<file path="config.mk">
export PLATFORM = sky130hd
export DESIGN_NAME = apb_master_fsm29
export DESIGN_NICKNAME = d
export VERILOG_FILES = /design/src/rtl/apb_master_fsm29.sv
export SDC_FILE = /design/constraint.sdc
export NUM_CORES = 1
export LEC_CHECK = 0
export BUFFER_PORTS_ARGS = -buffer_cell sky130_fd_sc_hd__buf_2
export CAP_MARGIN = 25
export CORE_MARGIN = 2
export CORE_UTILIZATION = 40
export CTS_CLUSTER_SIZE = 30
export DETAILED_ROUTE_END_ITERATION = 10
export PLACE_DENSITY = 0.76
export SETUP_SLACK_MARGIN = 0.2
export SYNTH_ARGS = -nofsm -noshare
export SYNTH_HDL_FRONTEND = slang
export SYNTH_SLANG_ARGS = --single-unit
</file>
<file path="constraint.sdc">
create_clock -name pclock29 -period 4 [get_ports pclock29]
set_input_delay 0.2 -clock pclock29 [delete_from_list [all_inputs] [get_ports pclock29]]
set_output_delay 0.2 -clock pclock29 [all_outputs]
set_load 0.05 [all_outputs]
</file>
<file path="src/rtl/apb_master_fsm29.sv">
// apb_master_fsm29: APB requester stage.
// Takes one read/write command at a time from a valid/ready command channel,
// runs the APB SETUP and ACCESS phases, and returns read data and error status
// on a valid/ready response channel.
// Optional feature: define APB29_TIMEOUT_EN to abort ACCESS phases where
// pready29 stays low for TIMEOUT_CYCLES cycles. TIMEOUT_CYCLES is only used in
// that build. Without the macro, ACCESS waits forever and rsp_timeout29 is 0.
module apb_master_fsm29 #(
  parameter int PADDR_WIDTH29  = 32,
  parameter int PWDATA_WIDTH29 = 32,
  parameter int PRDATA_WIDTH29 = 32,
  parameter int TIMEOUT_CYCLES = 256
) (
  input  logic                      pclock29,
  input  logic                      preset29,
  input  logic                      cmd_valid29,
  output logic                      cmd_ready29,
  input  logic                      cmd_write29,
  input  logic [PADDR_WIDTH29-1:0]  cmd_addr29,
  input  logic [PWDATA_WIDTH29-1:0] cmd_wdata29,
  input  logic [3:0]                cmd_slave29,
  output logic                      rsp_valid29,
  input  logic                      rsp_ready29,
  output logic [PRDATA_WIDTH29-1:0] rsp_rdata29,
  output logic                      rsp_slverr29,
  output logic                      rsp_timeout29,
  output logic [PADDR_WIDTH29-1:0]  paddr29,
  output logic                      prwd29,
  output logic [PWDATA_WIDTH29-1:0] pwdata29,
  output logic [15:0]               psel29,
  output logic                      penable29,
  input  logic [PRDATA_WIDTH29-1:0] prdata29,
  input  logic                      pready29,
  input  logic                      pslverr29
);

  typedef enum logic [1:0] {
    IDLE,
    SETUP,
    ACCESS,
    RESP
  } state_t;

  state_t state;

`ifdef APB29_TIMEOUT_EN
  localparam int TMO_W = (TIMEOUT_CYCLES > 2) ? $clog2(TIMEOUT_CYCLES) : 1;
  localparam logic [TMO_W-1:0] TMO_LAST = TMO_W'(TIMEOUT_CYCLES - 1);

  logic [TMO_W-1:0] tmo_cnt;
`else
  assign rsp_timeout29 = 1'b0;
`endif

  // Commands are only taken in IDLE. Reset also masks ready, because the
  // state register already reads IDLE while reset is still being held.
  assign cmd_ready29 = (state == IDLE) && !preset29;

  // Main sequencer: owns the state, every APB output and every response
  // output. Reset drops an in-flight transfer without producing a response.
  always_ff @(posedge pclock29) begin
    if (preset29) begin
      state        <= IDLE;
      paddr29      <= '0;
      prwd29       <= 1'b0;
      pwdata29     <= '0;
      psel29       <= '0;
      penable29    <= 1'b0;
      rsp_valid29  <= 1'b0;
      rsp_rdata29  <= '0;
      rsp_slverr29 <= 1'b0;
`ifdef APB29_TIMEOUT_EN
      rsp_timeout29 <= 1'b0;
      tmo_cnt       <= '0;
`endif
    end else begin
      case (state)
        IDLE: begin
          if (cmd_valid29) begin
            paddr29   <= cmd_addr29;
            pwdata29  <= cmd_wdata29;
            prwd29    <= cmd_write29;
            psel29    <= 16'h1 << cmd_slave29;
            penable29 <= 1'b0;
            state     <= SETUP;
          end
        end

        SETUP: begin
          penable29 <= 1'b1;
`ifdef APB29_TIMEOUT_EN
          tmo_cnt   <= '0;
`endif
          state     <= ACCESS;
        end

        ACCESS: begin
          // The address, direction, data and select lines are not assigned
          // here, so they hold. prdata29 and pslverr29 only count while
          // pready29 is high.
          if (pready29) begin
            rsp_rdata29  <= prwd29 ? '0 : prdata29;
            rsp_slverr29 <= pslverr29;
`ifdef APB29_TIMEOUT_EN
            rsp_timeout29 <= 1'b0;
`endif
            psel29       <= '0;
            penable29    <= 1'b0;
            rsp_valid29  <= 1'b1;
            state        <= RESP;
          end
`ifdef APB29_TIMEOUT_EN
          else if (tmo_cnt == TMO_LAST) begin
            rsp_rdata29   <= '0;
            rsp_slverr29  <= 1'b1;
            rsp_timeout29 <= 1'b1;
            psel29        <= '0;
            penable29     <= 1'b0;
            rsp_valid29   <= 1'b1;
            state         <= RESP;
          end else begin
            tmo_cnt <= tmo_cnt + 1'b1;
          end
`endif
        end

        RESP: begin
          if (rsp_ready29) begin
            rsp_valid29 <= 1'b0;
            state       <= IDLE;
          end
        end

        default: state <= IDLE;
      endcase
    end
  end

endmodule

</file>
**Word level (Yosys, flattened, before mapping)**

Index checks and enable logic that the tools add are counted.

- Flip-flop bits (word level): 118
- Input port bits: 107
- Output and inout port bits: 118
- Word-level logic and storage cells: 42

- Muxes and demuxes: 14
- Reductions and logical operators: 12
- Shift operators: 1
- Equality and inequality tests: 6

Operator list:

| cell | count |
|---|---|
| $mux W16 | 2 |
| $mux W32 | 1 |
| $pmux W16 S2 | 1 |
| $shl A1 B4 Y16 const A | 1 |
| $reduce_and A3 Y1 | 4 |
| $pmux W2 S4 | 1 |
| $mux W2 | 3 |
| $ne A2 B2 Y1 const B | 3 |
| $eq A2 B2 Y1 const B | 2 |
| $mux W1 | 4 |
| $reduce_and A2 Y1 | 2 |
| $reduce_bool A2 Y1 | 2 |
| $pmux W1 S3 | 1 |
| $reduce_bool A3 Y1 | 1 |
| $eq A2 B1 Y1 const B | 1 |
| $logic_not A2 Y1 | 1 |
| $pmux W1 S2 | 1 |
| $logic_and A1 B1 Y1 | 1 |
| $logic_not A1 Y1 | 1 |

**Longest topological paths before layout**

Gate-level depths: netlist of the first run.

- Depth after elaboration: 3
- Mapped depth: 7
- Depth with buffers taken out: 5

**Least setup slack after synthesis of the first run**

OpenSTA, ideal clock, no wires.

- Path kind: register -> register
- Start point: register state[0]
- End point: register psel29[10]
- Stages on the path, launching flop included: 8
- Arrival time: 1.606 ns
- Library setup time: 0.120 ns
- Clock period less this slack: 1.725 ns
- Data required time: 3.880 ns
- Slack: 2.275 ns
- Path through: dfxtp_1 inv_1 ha_1 nor2b_4 or3_1 buf_6 buf_8 mux2i_1

- Cells in the longest elaborated chain, start to end: 3
- Elaborated cells on any way between the ends: 7

Ends and longest elaborated chain:

| what | line | RTL |
|---|---|---|
| start, declared | 44 | `state_t state;` |
| start signal, assigned | 63 | `state <= IDLE;` |
| start signal, assigned | 85 | `state <= SETUP;` |
| start signal, assigned | 94 | `state <= ACCESS;` |
| $eq A2 B2 Y1 / $logic_not A2 Y1 (equally long branches) | 77 | `case (state)` |
| $ne A2 B2 Y1 (no source line) / $reduce_bool A2 Y1 (equally long branches) | n/a |  |
| $reduce_and A3 Y1 (no source line) | n/a |  |
| end signal, assigned | 83 | `psel29 <= 16'h1 << cmd_slave29;` |
| end, declared | 30 | `output logic [15:0] psel29,` |

Several ways; a longest one is shown, not always the timed one.
A chain may end at the register's enable or synchronous reset.

**Final worst setup path of the first run**

- Start point: register state[0]
- End point: register psel29[13]

The elaborated chain is that of the path after synthesis.

==> flow_summary.html, run 1 <==
<table>
<tr><th>Metric</th><th>Value</th></tr>
<tr><th colspan="2">Outcome</th></tr>
<tr><td>Status</td><td>completed</td></tr>
<tr><th colspan="2">Global routing</th></tr>
<tr><td>Number of antenna violations at the first check in global routing</td><td>0</td></tr>
<tr><td>Total global routing overflow</td><td>0</td></tr>
<tr><td>Maximum number of pins on one net before global-route repair</td><td>68</td></tr>
<tr><td>Overall track demand over capacity in global routing</td><td>between 20 and 25%</td></tr>
<tr><td>First-pass GRT wire length</td><td>~22 mm</td></tr>
<tr><td>Via count of the first global-routing pass</td><td>4757</td></tr>
<tr><th colspan="2">CTS</th></tr>
<tr><td>CTS HTree Levels</td><td>4</td></tr>
<tr><td>Insertion delay of the later-clocked pin in the worst-skew pair</td><td>between 0.5 and 0.6 ns</td></tr>
<tr><td>Maximum number of buffers from clock root to sink</td><td>2</td></tr>
<tr><td>Number of gates given a new drive strength after cts</td><td>0</td></tr>
<tr><td>Clock sink count</td><td>118</td></tr>
<tr><td>Total CTS buffers</td><td>17</td></tr>
<tr><td>Clock root buffer</td><td>sky130_fd_sc_hd__clkbuf_8</td></tr>
<tr><td>Clock slew seen by the registers of the worst setup and hold paths</td><td>approximately 0.05 ns</td></tr>
<tr><td>CTS tree</td><td>built</td></tr>
<tr><th colspan="2">Timing</th></tr>
<tr><td>Crit path setup slack, layout</td><td>1.91 ns</td></tr>
<tr><td>Worst-Margin Slew</td><td>between 0.8 and 0.9 ns</td></tr>
<tr><td>Slew margin rel.</td><td>41.8%</td></tr>
<tr><td>Final critical-path share of the clock period</td><td>52.2%</td></tr>
<tr><td>Clock Skews</td><td>0.00751 ns</td></tr>
<tr><td>Endpoints failing setup</td><td>0</td></tr>
<tr><td>Hold slack</td><td>0.0432 ns</td></tr>
<tr><td>Upper clock frequency limit</td><td>0.479 GHz</td></tr>
<tr><td>Minimum clock period</td><td>2.09 ns</td></tr>
<tr><td>Pins Over Slew Limit</td><td>0</td></tr>
<tr><td>Accumulated negative setup slack</td><td>0 ns</td></tr>
<tr><td>Final Hold Fails</td><td>0</td></tr>
<tr><td>RSZ-0062 raised after global routing</td><td>no</td></tr>
<tr><th colspan="2">Power and ir drop</th></tr>
<tr><td>Total leakage power</td><td>3.34 nW</td></tr>
<tr><td>VDD IR-drop max</td><td>0.398 mV</td></tr>
<tr><td>Total power divided by cell area</td><td>638 nW/um^2</td></tr>
<tr><th colspan="2">Worst setup path</th></tr>
<tr><td>List of cells traversed by the critical path</td><td>inv_1 -&gt; ha_1 -&gt; nor2b_4 -&gt; or3_1 -&gt; mux2i_1</td></tr>
<tr><td>Arrival time at the worst endpoint</td><td>2.45 ns</td></tr>
<tr><td>Type of element capturing the critical path</td><td>register</td></tr>
<tr><td>Total buffers and inverters traversed by the critical path</td><td>1</td></tr>
<tr><td>R2R Setup Slk</td><td>~1.9 ns</td></tr>
<tr><td>Worst stage delay on the critical path</td><td>approximately 0.73 ns</td></tr>
<tr><td>Maximum fanout along the worst path</td><td>17</td></tr>
<tr><td>Data required, critical path</td><td>4.36 ns</td></tr>
<tr><td>Crit Path Class</td><td>register to register</td></tr>
<tr><td>Reg-to-reg critical path endpoint</td><td>psel29[13]$_SDFFE_PP0P_</td></tr>
<tr><td>Critical register-to-register path startpoint</td><td>state[0]$_SDFFE_PP0P_</td></tr>
<tr><td>CP top delay family</td><td>simple AND/OR/NAND/NOR gates</td></tr>
<tr><td>Master of the slowest instance on the critical path</td><td>sky130_fd_sc_hd__or3_1</td></tr>
<tr><td>Depth of the worst register-to-register path</td><td>5</td></tr>
<tr><td>Worst setup SP type</td><td>register</td></tr>
<tr><th colspan="2">Detailed routing</th></tr>
<tr><td>Post-detailed-route via-to-cell ratio</td><td>4.89</td></tr>
<tr><td>Router iterations before antenna repair</td><td>5</td></tr>
<tr><td>Total vias in the final route</td><td>4882</td></tr>
<tr><td>Routed wire length</td><td>about 14 mm</td></tr>
<tr><td>DR WL/cell</td><td>between 10 and 15 um</td></tr>
<tr><td>Post-route antenna net violation count</td><td>0</td></tr>
<tr><td>Number of DRC markers in iteration 0</td><td>324</td></tr>
<tr><td>DRC violations left</td><td>0</td></tr>
<tr><th colspan="2">Worst hold path</th></tr>
<tr><td>WHS Path Cells</td><td>4</td></tr>
<tr><td>Worst Hold Class</td><td>primary input to register</td></tr>
<tr><td>Start point of the worst hold path</td><td>cmd_slave29[1]</td></tr>
<tr><td>End point of the most critical hold path</td><td>psel29[8]$_SDFFE_PP0P_</td></tr>
<tr><th colspan="2">Synth</th></tr>
<tr><td>Sequential fraction of the synthesis area</td><td>a little over half</td></tr>
<tr><td>Flip-flop and latch count after synthesis</td><td>118</td></tr>
<tr><td>Mapped Cells</td><td>541</td></tr>
<tr><td>Async set-reset flop share out of synthesis</td><td>0%</td></tr>
<tr><td>Number of synthesized flops with an enable pin</td><td>0</td></tr>
<tr><td>Mapped Nets</td><td>653</td></tr>
<tr><td>Count of unique library cells instantiated by Yosys</td><td>27</td></tr>
<tr><td>Syn Area/Cell</td><td>8.31 sq um</td></tr>
<tr><td>Netlist Area Pre-Place</td><td>4500 sq um</td></tr>
<tr><td>Total of warnings raised by yosys</td><td>0</td></tr>
<tr><td>Most common flop cell mapped by yosys</td><td>sky130_fd_sc_hd__dfxtp_1</td></tr>
<tr><th colspan="2">Floorplan</th></tr>
<tr><td>Core area</td><td>10900 sq um</td></tr>
<tr><td>Boundary Pins</td><td>between 200 and 250</td></tr>
<tr><td>Starting Density</td><td>between 40 and 50%</td></tr>
<tr><td>Overall die area</td><td>about 12000 sq um</td></tr>
<tr><td>Rows</td><td>38</td></tr>
<tr><td>Die span in x</td><td>110 um</td></tr>
<tr><td>Die height</td><td>about 110 um</td></tr>
<tr><th colspan="2">Run</th></tr>
<tr><td>Count of maximum capacitance violations</td><td>0</td></tr>
<tr><th colspan="2">Layout</th></tr>
<tr><td># fillers</td><td>826</td></tr>
<tr><td>Antenna cells</td><td>0</td></tr>
<tr><td>Total number of nets in the final design</td><td>~960</td></tr>
<tr><td>Highest-count cells in the layout ignoring fill and taps</td><td>sky130_fd_sc_hd__buf_2 (222), sky130_fd_sc_hd__nand2_1 (181), sky130_fd_sc_hd__dfxtp_1 (118)</td></tr>
<tr><td>Share of post-route cells with drive strength above 1</td><td>30.5%</td></tr>
<tr><td>Most common cell after layout, fill and taps aside</td><td>sky130_fd_sc_hd__buf_2</td></tr>
<tr><td>Finished layout cell area</td><td>around 7300 sq um</td></tr>
<tr><td>Area growth from synthesis to layout</td><td>61.5%</td></tr>
<tr><th colspan="2">Place</th></tr>
<tr><td>Pre-CTS WS</td><td>~1.9 ns</td></tr>
<tr><td>Routability-driven placement congestion ratio</td><td>0.768</td></tr>
<tr><td>Placed standard-cell area</td><td>between 5000 and 6000 sq um</td></tr>
<tr><td>IO Port Bufs</td><td>between 200 and 250</td></tr>
<tr><td>Detailed placer's ending HPWL</td><td>8.46 mm</td></tr>
</table>
==> where the power goes <==
group / internal [W] / switching, W
registers: 0.00136 / 0.000107
clock network: 0.000971 / 0.000510
logic: 0.000503 / 0.00118
total: 0.00283 / 0.00180
==> stage by stage <==
| stage | total power [W] | util, % | std cells |
|---|---|---|---|
| final | 0.00463 | 66.7 | 998 |
| after global routing | 0.00485 | 66.7 | 998 |
| after CTS | 0.00463 | 66.4 | 997 |
| after detailed placement | 0.00306 | 52.1 | 867 |
| after global placement | 0.00299 | 51.7 | 865 |
| after floorplan | 0.00272 | - | 541 |
==> worst min-delay path: cells and delay by family <==
kind	cells	cell delay (ns)
simple gates	2	0.14
buf+inv	1	0.11
mux	1	0.05
==> cell usage after synthesis (all sizes together) (2+ instances only) <==
master    n  share of area [%]
mux2i    18                4.0
clkbuf   26                2.2
dfxtp   118                 53
nor3b     4               0.67
and3b     2               0.39
and2      2               0.28
nand2b   20                2.8
buf      15                1.9
nand2   182                 15
nor3      4               0.45
inv       3               0.25
a21oi    99                 11
ha        5                1.4
nor2b     4               0.72
nand3b   32                5.3
==> layout make-up <==
| class | count | area, sq um | share of cell area (%) |
|---|---|---|---|
| flip-flops and latches | 118 | 2360 | 32.5 |
| clock buffers | 21 | 449 | 6.19 |
| clock inverters | 11 | 130 | 1.79 |
| well taps | 140 | 175 | 2.41 |
| repair buffers | 326 | 2190 | 30.2 |
| inverters | 3 | 11.3 | 0.155 |
| multi-input cells | 379 | 1940 | 26.8 |
==> state kept, by name (all words and copies together), names as in the netlist <==
register,cells
paddr29,32
prwd29,1
psel29,16
penable29,1
state,2
rsp_valid29,1
rsp_slverr29,1
rsp_rdata29,32
pwdata29,32
==> what timing repair did <==
item,in CTS,in global routing
endpoints found under the hold margin,98,0
buffers inserted,0,0
hold buffers,98,0
==> logic make-up after synthesis <==
logic type	Yosys count	synth area share (%)
simple gates	253	26.2
flops	118	52.5
compound gates	102	11.5
buf+inv	44	4.29
mux	18	4.01
fa+ha+maj	5	1.39
other cells	1	0.0834
==> worst max-delay path by stage <==
| stage | startpoint | endpoint | slack [ns] | cells past startpoint |
|---|---|---|---|---|
| after CTS | state[0]$_SDFFE_PP0P_ | psel29[9]$_SDFFE_PP0P_ | 1.89 | 5 |
| after global placement | state[0]$_SDFFE_PP0P_ | rsp_rdata29[30]$_SDFFE_PP0P_ | 1.97 | 5 |
| after detailed placement | state[0]$_SDFFE_PP0P_ | psel29[9]$_SDFFE_PP0P_ | 1.90 | 5 |
| after global routing | state[0]$_SDFFE_PP0P_ | psel29[6]$_SDFFE_PP0P_ | 1.73 | 5 |
| final | state[0]$_SDFFE_PP0P_ | psel29[13]$_SDFFE_PP0P_ | 1.91 | 5 |
| after floorplan | state[0]$_SDFFE_PP0P_ | psel29[10]$_SDFFE_PP0P_ | 2.27 | 7 |
==> layer usage <==
layer  vias up  GRT usage [%]  part of all wire, %
met5         -              0                    0
met3        49           6.82                  6.6
met1      2251           24.8                   39
li1       2377              -                    -
met2       205           39.7                   50
met4         0           14.4                  3.9
Note: power is estimated with default switching activity, not from simulation.
==> run 2: changes to the inputs <==
==> constraint.sdc (replaced) <==
create_clock -name pclock29 -period 2.1 [get_ports pclock29]
set_input_delay 0.105 -clock pclock29 [delete_from_list [all_inputs] [get_ports pclock29]]
set_output_delay 0.105 -clock pclock29 [all_outputs]
set_load 0.05 [all_outputs]
==> flow_summary.html, run 2 (synthesized netlist as in run 1, its figures left out) <==
<table>
<tr><th>Metric</th><th>Value</th></tr>
<tr><th colspan="2">CTS</th></tr>
<tr><td>Clock sink count</td><td>approximately 120</td></tr>
<tr><td>Clock root buffer</td><td>sky130_fd_sc_hd__clkbuf_8</td></tr>
<tr><td>Post-CTS setup buffers</td><td>0</td></tr>
<tr><td>CTS tree</td><td>built</td></tr>
<tr><td>CTS HTree Levels</td><td>4</td></tr>
<tr><td>Insertion delay of the later-clocked pin in the worst-skew pair</td><td>0.51 ns</td></tr>
<tr><td>Clock slew seen by the registers of the worst setup and hold paths</td><td>about 0.050 ns</td></tr>
<tr><td>Total CTS buffers</td><td>17</td></tr>
<tr><td>Maximum number of buffers from clock root to sink</td><td>2</td></tr>
<tr><th colspan="2">Worst setup path</th></tr>
<tr><td>Crit Path Class</td><td>register to register</td></tr>
<tr><td>Worst setup SP type</td><td>register</td></tr>
<tr><td>Reg-to-reg critical path endpoint</td><td>psel29[0]$_SDFFE_PP0P_</td></tr>
<tr><td>R2R Setup Slk</td><td>approximately 0.32 ns</td></tr>
<tr><td>Critical register-to-register path startpoint</td><td>state[0]$_SDFFE_PP0P_</td></tr>
<tr><td>Arrival time at the worst endpoint</td><td>2.17 ns</td></tr>
<tr><td>Depth of the worst register-to-register path</td><td>6</td></tr>
<tr><td>Maximum fanout along the worst path</td><td>17</td></tr>
<tr><td>Type of element capturing the critical path</td><td>register</td></tr>
<tr><td>Data required, critical path</td><td>roughly 2.5 ns</td></tr>
<tr><th colspan="2">Timing</th></tr>
<tr><td>Endpoints failing setup</td><td>0</td></tr>
<tr><td>Worst-Margin Slew</td><td>0.607 ns</td></tr>
<tr><td>Hold slack</td><td>about 0.16 ns</td></tr>
<tr><td>Pins Over Slew Limit</td><td>0</td></tr>
<tr><td>Accumulated negative setup slack</td><td>0 ns</td></tr>
<tr><td>RSZ-0062 raised after global routing</td><td>no</td></tr>
<tr><td>Minimum clock period</td><td>1.78 ns</td></tr>
<tr><td>Slew margin rel.</td><td>59.5%</td></tr>
<tr><td>Clock Skews</td><td>~0.0057 ns</td></tr>
<tr><td>Upper clock frequency limit</td><td>between 0.5 and 0.6 GHz</td></tr>
<tr><td>Crit path setup slack, layout</td><td>0.319 ns</td></tr>
<tr><td>Final Hold Fails</td><td>0</td></tr>
<tr><td>Final critical-path share of the clock period</td><td>84.8%</td></tr>
<tr><th colspan="2">Global routing</th></tr>
<tr><td>Total global routing overflow</td><td>0</td></tr>
<tr><td>Overall track demand over capacity in global routing</td><td>23.0%</td></tr>
<tr><td>First-pass GRT wire length</td><td>21.5 mm</td></tr>
<tr><td>Number of antenna violations at the first check in global routing</td><td>0</td></tr>
<tr><td>Maximum number of pins on one net before global-route repair</td><td>between 60 and 70</td></tr>
<tr><td>Via count of the first global-routing pass</td><td>between 4k and 5k</td></tr>
<tr><th colspan="2">Detailed routing</th></tr>
<tr><td>DRC violations left</td><td>0</td></tr>
<tr><td>Router iterations before antenna repair</td><td>4</td></tr>
<tr><td>Number of DRC markers in iteration 0</td><td>304</td></tr>
<tr><td>Routed wire length</td><td>14.6 mm</td></tr>
<tr><td>Post-route antenna net violation count</td><td>0</td></tr>
<tr><td>DR WL/cell</td><td>roughly 15 um</td></tr>
<tr><td>Post-detailed-route via-to-cell ratio</td><td>roughly 4.9</td></tr>
<tr><td>Total vias in the final route</td><td>roughly 4.9k</td></tr>
<tr><th colspan="2">Layout</th></tr>
<tr><td>Final core utilization</td><td>approximately two thirds</td></tr>
<tr><td>Antenna cells</td><td>0</td></tr>
<tr><td>Non-filler cells, final</td><td>between 1k and 1.5k</td></tr>
<tr><td>Area growth from synthesis to layout</td><td>61.9%</td></tr>
<tr><td>Highest-count cells in the layout ignoring fill and taps</td><td>sky130_fd_sc_hd__buf_2 (222), sky130_fd_sc_hd__nand2_1 (181), sky130_fd_sc_hd__dfxtp_1 (118)</td></tr>
<tr><td>Share of post-route cells with drive strength above 1</td><td>30.3%</td></tr>
<tr><td>Largest registers</td><td>paddr29: 32 flops, pwdata29: 32 flops, rsp_rdata29: 32 flops</td></tr>
<tr><td>Most common cell after layout, fill and taps aside</td><td>sky130_fd_sc_hd__buf_2</td></tr>
<tr><td># fillers</td><td>844</td></tr>
<tr><td>Total number of nets in the final design</td><td>968</td></tr>
<tr><th colspan="2">Floorplan</th></tr>
<tr><td>Rows</td><td>38</td></tr>
<tr><td>Boundary Pins</td><td>about 230</td></tr>
<tr><td>Overall die area</td><td>12100 sq um</td></tr>
<tr><td>Core area</td><td>roughly 11000 sq um</td></tr>
<tr><td>Die span in x</td><td>between 100 and 150 um</td></tr>
<tr><td>Die height</td><td>110 um</td></tr>
<tr><td>Starting Density</td><td>between 40% and 50%</td></tr>
<tr><th colspan="2">Worst hold path</th></tr>
<tr><td>End point of the most critical hold path</td><td>prwd29$_SDFFE_PP0P_</td></tr>
<tr><td>WHS Path Cells</td><td>5</td></tr>
<tr><td>Start point of the worst hold path</td><td>cmd_valid29</td></tr>
<tr><td>Worst Hold Class</td><td>primary input to register</td></tr>
<tr><th colspan="2">Place</th></tr>
<tr><td>IO Port Bufs</td><td>~220</td></tr>
<tr><td>Routability-driven placement congestion ratio</td><td>0.777</td></tr>
<tr><td>Pre-CTS WS</td><td>0.278 ns</td></tr>
<tr><td>Cell total after placement</td><td>872</td></tr>
<tr><td>Detailed placer's ending HPWL</td><td>8.41 mm</td></tr>
<tr><th colspan="2">Power and ir drop</th></tr>
<tr><td>VDD IR-drop max</td><td>0.948 mV</td></tr>
<tr><td>Total leakage power</td><td>about 3.3 nW</td></tr>
<tr><td>Total power divided by cell area</td><td>around 1200 nW/um^2</td></tr>
<tr><th colspan="2">Outcome</th></tr>
<tr><td>Status</td><td>completed</td></tr>
<tr><th colspan="2">Run</th></tr>
<tr><td>Count of maximum capacitance violations</td><td>0</td></tr>
</table>
[run 2: changes by cell type in the layout (fill, tap and decap cells not counted), moves of 2 or more]
cell and change:
sky130_fd_sc_hd__buf_16 -2, sky130_fd_sc_hd__buf_4 +5, sky130_fd_sc_hd__bufinv_16 -2, sky130_fd_sc_hd__clkbuf_1 +2, sky130_fd_sc_hd__clkinv_2 -4, sky130_fd_sc_hd__dlygate4sd3_1 +7
[run 2: critical path: stages, from the launching register on]
cell	delay [ns]
sky130_fd_sc_hd__dfxtp_1	0.39
sky130_fd_sc_hd__inv_1	0.10
sky130_fd_sc_hd__ha_1	0.26
sky130_fd_sc_hd__nor2b_1	0.18
sky130_fd_sc_hd__or3_1	0.34
sky130_fd_sc_hd__buf_4	0.23
sky130_fd_sc_hd__mux2i_1	0.15
[run 2: layout make-up]
cell class,count,area (sq um),share of cell area (%)
clock inverter,5,50.0,0.688
timing repair buffer,337,2260,31.1
tap,140,175,2.41
inverter,3,11.3,0.155
clock buffer,24,470,6.46
sequential,118,2360,32.5
multi-input combinational,379,1950,26.7
[run 2: how the worst max path moves through the flow]
| stage | startpoint | endpoint |
|---|---|---|
| 2_1_floorplan | state[0]$_SDFFE_PP0P_ | psel29[10]$_SDFFE_PP0P_ |
| 3_3_place_gp | state[0]$_SDFFE_PP0P_ | psel29[2]$_SDFFE_PP0P_ |
| 3_5_place_dp | state[0]$_SDFFE_PP0P_ | psel29[5]$_SDFFE_PP0P_ |
| 4_1_cts | state[0]$_SDFFE_PP0P_ | psel29[0]$_SDFFE_PP0P_ |
| 5_1_grt | state[0]$_SDFFE_PP0P_ | psel29[0]$_SDFFE_PP0P_ |
| 6_report | state[0]$_SDFFE_PP0P_ | psel29[0]$_SDFFE_PP0P_ |
[run 2: timing repair]
item | CTS | global route
endpoints found under the setup margin | 0 | 17
hold buffers | 105 | 0
hold endpoints to repair | 115 | 0
resized for setup | 0 | 1
[run 2: per-layer routing]
layer  track usage, %  routed length (um)  vias up
met5                0                   0        -
met4             13.3                 527        0
met3             7.88                1060       51
met2             41.1                7560      206
met1             23.0                5470     2289
li1                 -                   -     2396
[run 2: report_power, final]
group	switching, W	total [W]	internal [W]
Clock	0.000930	0.00256	0.00163
Sequential	0.000186	0.00277	0.00259
Combinational	0.00228	0.00325	0.000970
[run 2: stage by stage]
stage,power [W],cell area [sq um]
floorplan,0.00517,4500
global placement,0.00577,5700
detailed placement,0.00587,5700
CTS,0.00860,7280
global route,0.00899,7280
finish,0.00858,7280
==> run 3: changes to the inputs <==
==> constraint.sdc (replaced) <==
create_clock -name pclock29 -period 1.7 [get_ports pclock29]
set_input_delay 0.085 -clock pclock29 [delete_from_list [all_inputs] [get_ports pclock29]]
set_output_delay 0.085 -clock pclock29 [all_outputs]
set_load 0.05 [all_outputs]
==> flow_summary.html, run 3 (synthesized netlist as in run 1, its figures left out) <==
<table>
<tr><th>Metric</th><th>Value</th></tr>
<tr><th colspan="2">Global routing</th></tr>
<tr><td>Via count of the first global-routing pass</td><td>4787</td></tr>
<tr><td>Overall track demand over capacity in global routing</td><td>between 20% and 30%</td></tr>
<tr><td>Number of antenna violations at the first check in global routing</td><td>0</td></tr>
<tr><td>Maximum number of pins on one net before global-route repair</td><td>66</td></tr>
<tr><td>First-pass GRT wire length</td><td>21.6 mm</td></tr>
<tr><td>Total global routing overflow</td><td>0</td></tr>
<tr><th colspan="2">Timing</th></tr>
<tr><td>Final Hold Fails</td><td>0</td></tr>
<tr><td>Pins Over Slew Limit</td><td>0</td></tr>
<tr><td>Slew margin rel.</td><td>61.3%</td></tr>
<tr><td>Clock Skews</td><td>around 0.0052 ns</td></tr>
<tr><td>Accumulated negative setup slack</td><td>0 ns</td></tr>
<tr><td>RSZ-0062 raised after global routing</td><td>yes</td></tr>
<tr><td>Minimum clock period</td><td>1.51 ns</td></tr>
<tr><td>Final critical-path share of the clock period</td><td>89.0%</td></tr>
<tr><td>Worst-Margin Slew</td><td>0.581 ns</td></tr>
<tr><td>Upper clock frequency limit</td><td>~0.66 GHz</td></tr>
<tr><td>Endpoints failing setup</td><td>0</td></tr>
<tr><th colspan="2">Place</th></tr>
<tr><td>IO Port Bufs</td><td>about 220</td></tr>
<tr><td>Cell total after placement</td><td>872</td></tr>
<tr><td>Detailed placer's ending HPWL</td><td>approximately 8 mm</td></tr>
<tr><td>Routability-driven placement congestion ratio</td><td>0.762</td></tr>
<tr><th colspan="2">Detailed routing</th></tr>
<tr><td>DRC violations left</td><td>0</td></tr>
<tr><td>Post-route antenna net violation count</td><td>0</td></tr>
<tr><td>Total vias in the final route</td><td>4951</td></tr>
<tr><td>Post-detailed-route via-to-cell ratio</td><td>4.88</td></tr>
<tr><td>DR WL/cell</td><td>14.5 um</td></tr>
<tr><td>Number of DRC markers in iteration 0</td><td>303</td></tr>
<tr><td>Router iterations before antenna repair</td><td>6</td></tr>
<tr><td>Routed wire length</td><td>14.7 mm</td></tr>
<tr><th colspan="2">Power and ir drop</th></tr>
<tr><td>VDD IR-drop max</td><td>0.757 mV</td></tr>
<tr><td>Total power divided by cell area</td><td>1510 nW/um^2</td></tr>
<tr><td>Total leakage power</td><td>3.44 nW</td></tr>
<tr><td>Power consumption</td><td>approximately 0.011 W</td></tr>
<tr><th colspan="2">Floorplan</th></tr>
<tr><td>Starting Density</td><td>41.3%</td></tr>
<tr><td>Die span in x</td><td>about 110 um</td></tr>
<tr><td>Boundary Pins</td><td>225</td></tr>
<tr><td>Die height</td><td>110 um</td></tr>
<tr><td>Core area</td><td>10900 sq um</td></tr>
<tr><td>Overall die area</td><td>12100 sq um</td></tr>
<tr><td>Rows</td><td>38</td></tr>
<tr><th colspan="2">Layout</th></tr>
<tr><td># fillers</td><td>798</td></tr>
<tr><td>Area occupied by registers</td><td>~2400 sq um</td></tr>
<tr><td>Most common cell after layout, fill and taps aside</td><td>sky130_fd_sc_hd__buf_2</td></tr>
<tr><td>Total number of nets in the final design</td><td>975</td></tr>
<tr><td>Non-filler cells, final</td><td>between 1k and 1.5k</td></tr>
<tr><td>Antenna cells</td><td>0</td></tr>
<tr><td>Area growth from synthesis to layout</td><td>67.0%</td></tr>
<tr><td>Highest-count cells in the layout ignoring fill and taps</td><td>sky130_fd_sc_hd__buf_2 (221), sky130_fd_sc_hd__nand2_1 (181), sky130_fd_sc_hd__dfxtp_1 (115)</td></tr>
<tr><td>Largest registers</td><td>paddr29: 32 flops, pwdata29: 32 flops, rsp_rdata29: 32 flops</td></tr>
<tr><td>Area of the multi-input gates</td><td>2020 sq um</td></tr>
<tr><td>Share of post-route cells with drive strength above 1</td><td>32.6%</td></tr>
<tr><th colspan="2">Outcome</th></tr>
<tr><td>Status</td><td>completed</td></tr>
<tr><th colspan="2">Worst setup path</th></tr>
<tr><td>Maximum fanout along the worst path</td><td>9</td></tr>
<tr><td>Data required, critical path</td><td>2.09 ns</td></tr>
<tr><td>Worst setup SP type</td><td>register</td></tr>
<tr><td>Crit Path Class</td><td>register to register</td></tr>
<tr><td>Arrival time at the worst endpoint</td><td>1.91 ns</td></tr>
<tr><td>Type of element capturing the critical path</td><td>register</td></tr>
<tr><th colspan="2">CTS</th></tr>
<tr><td>CTS HTree Levels</td><td>4</td></tr>
<tr><td>Clock root buffer</td><td>sky130_fd_sc_hd__clkbuf_8</td></tr>
<tr><td>Clock sink count</td><td>~120</td></tr>
<tr><td>Insertion delay of the later-clocked pin in the worst-skew pair</td><td>0.51 ns</td></tr>
<tr><td>Total CTS buffers</td><td>17</td></tr>
<tr><td>CTS tree</td><td>built</td></tr>
<tr><td>Maximum number of buffers from clock root to sink</td><td>2</td></tr>
<tr><td>Clock slew seen by the registers of the worst setup and hold paths</td><td>0.05 ns</td></tr>
<tr><th colspan="2">Worst hold path</th></tr>
<tr><td>Worst Hold Class</td><td>primary input to register</td></tr>
<tr><th colspan="2">Run</th></tr>
<tr><td>Count of maximum capacitance violations</td><td>0</td></tr>
</table>
[run 3: changes by cell type in the layout (fill, tap and decap cells not counted), moves of 2 or more]
cell                         previous run  this run
sky130_fd_sc_hd__dfxtp_1              118       115
sky130_fd_sc_hd__nor2b_4                1         3
sky130_fd_sc_hd__dfxtp_2                0         2
sky130_fd_sc_hd__inv_4                  0         3
sky130_fd_sc_hd__inv_1                  3         1
sky130_fd_sc_hd__nor2b_1                3         1
sky130_fd_sc_hd__buf_12                 2         4
sky130_fd_sc_hd__buf_4                  8        12
sky130_fd_sc_hd__ha_4                   0         2
sky130_fd_sc_hd__clkinvlp_4             0         2
sky130_fd_sc_hd__clkbuf_1               4         1
[run 3: layer usage]
metal  global-route usage (%)  vias to the layer above  wire length [um]
met1                     23.0                     2265              5440
met5                        0                        -                 0
met3                     7.52                       46              1040
met4                     10.6                        0               431
li1                         -                     2407                 -
met2                     42.6                      233              7770
[run 3: metrics by stage]
stage / util (%) / setup WS, ns / hold WS (ns) / instance area (sq um)
final: 69.0 / 0.187 / 0.0845 / 7510
after global routing: 69.0 / 0.137 / 0.0887 / 7510
after CTS: 68.3 / 0.179 / 0.105 / 7440
after detailed placement: 52.8 / 0.118 / 0.332 / 5750
after global placement: 52.8 / 0.163 / 0.325 / 5750
after floorplan: - / 0.123 / 0.221 / 4520
[run 3: worst paths after layout]
path,slack (ns),cells after the start,from,to
max,0.19,6,state[0]$_SDFFE_PP0P_,psel29[10]$_SDFFE_PP0P_
min,0.08,4,cmd_valid29,state[1]$_SDFFE_PP0P_
max reg2reg,0.19,6,state[0]$_SDFFE_PP0P_,psel29[10]$_SDFFE_PP0P_
min reg2reg,0.45,2,rsp_rdata29[23]$_SDFFE_PP0P_,rsp_rdata29[23]$_SDFFE_PP0P_
[run 3: report_power, final]
group | switching (W) | internal (W)
logic | 0.00295 | 0.00155
clock network | 0.00119 | 0.00217
registers | 0.000242 | 0.00321
[run 3: repair_timing]
item / in CTS / in global routing
cloned: 1 / 0
resized for setup: 8 / 10
setup buffers: 3 / 3
hold buffers: 105 / 0
setup endpoints to repair: 19 / 20
endpoints found under the hold margin: 114 / 0
pin swaps: 2 / 1
[run 3: final cells by class]
type,count,share of cell area [%]
Clock buffer,21,6.12
Clock inverter,9,1.35
Inverter,3,0.217
Multi-Input combinational cell,379,26.9
Sequential cell,118,31.5
Tap cell,140,2.33
Timing Repair Buffer,344,31.6
[run 3: worst max-delay path, cell delays in order (launching register included)]
cell                      delay [ns]
sky130_fd_sc_hd__dfxtp_2        0.35
sky130_fd_sc_hd__inv_4          0.05
sky130_fd_sc_hd__ha_4           0.17
sky130_fd_sc_hd__nor2b_4        0.13
sky130_fd_sc_hd__or3_4          0.41
sky130_fd_sc_hd__buf_12         0.17
sky130_fd_sc_hd__mux2i_1        0.12
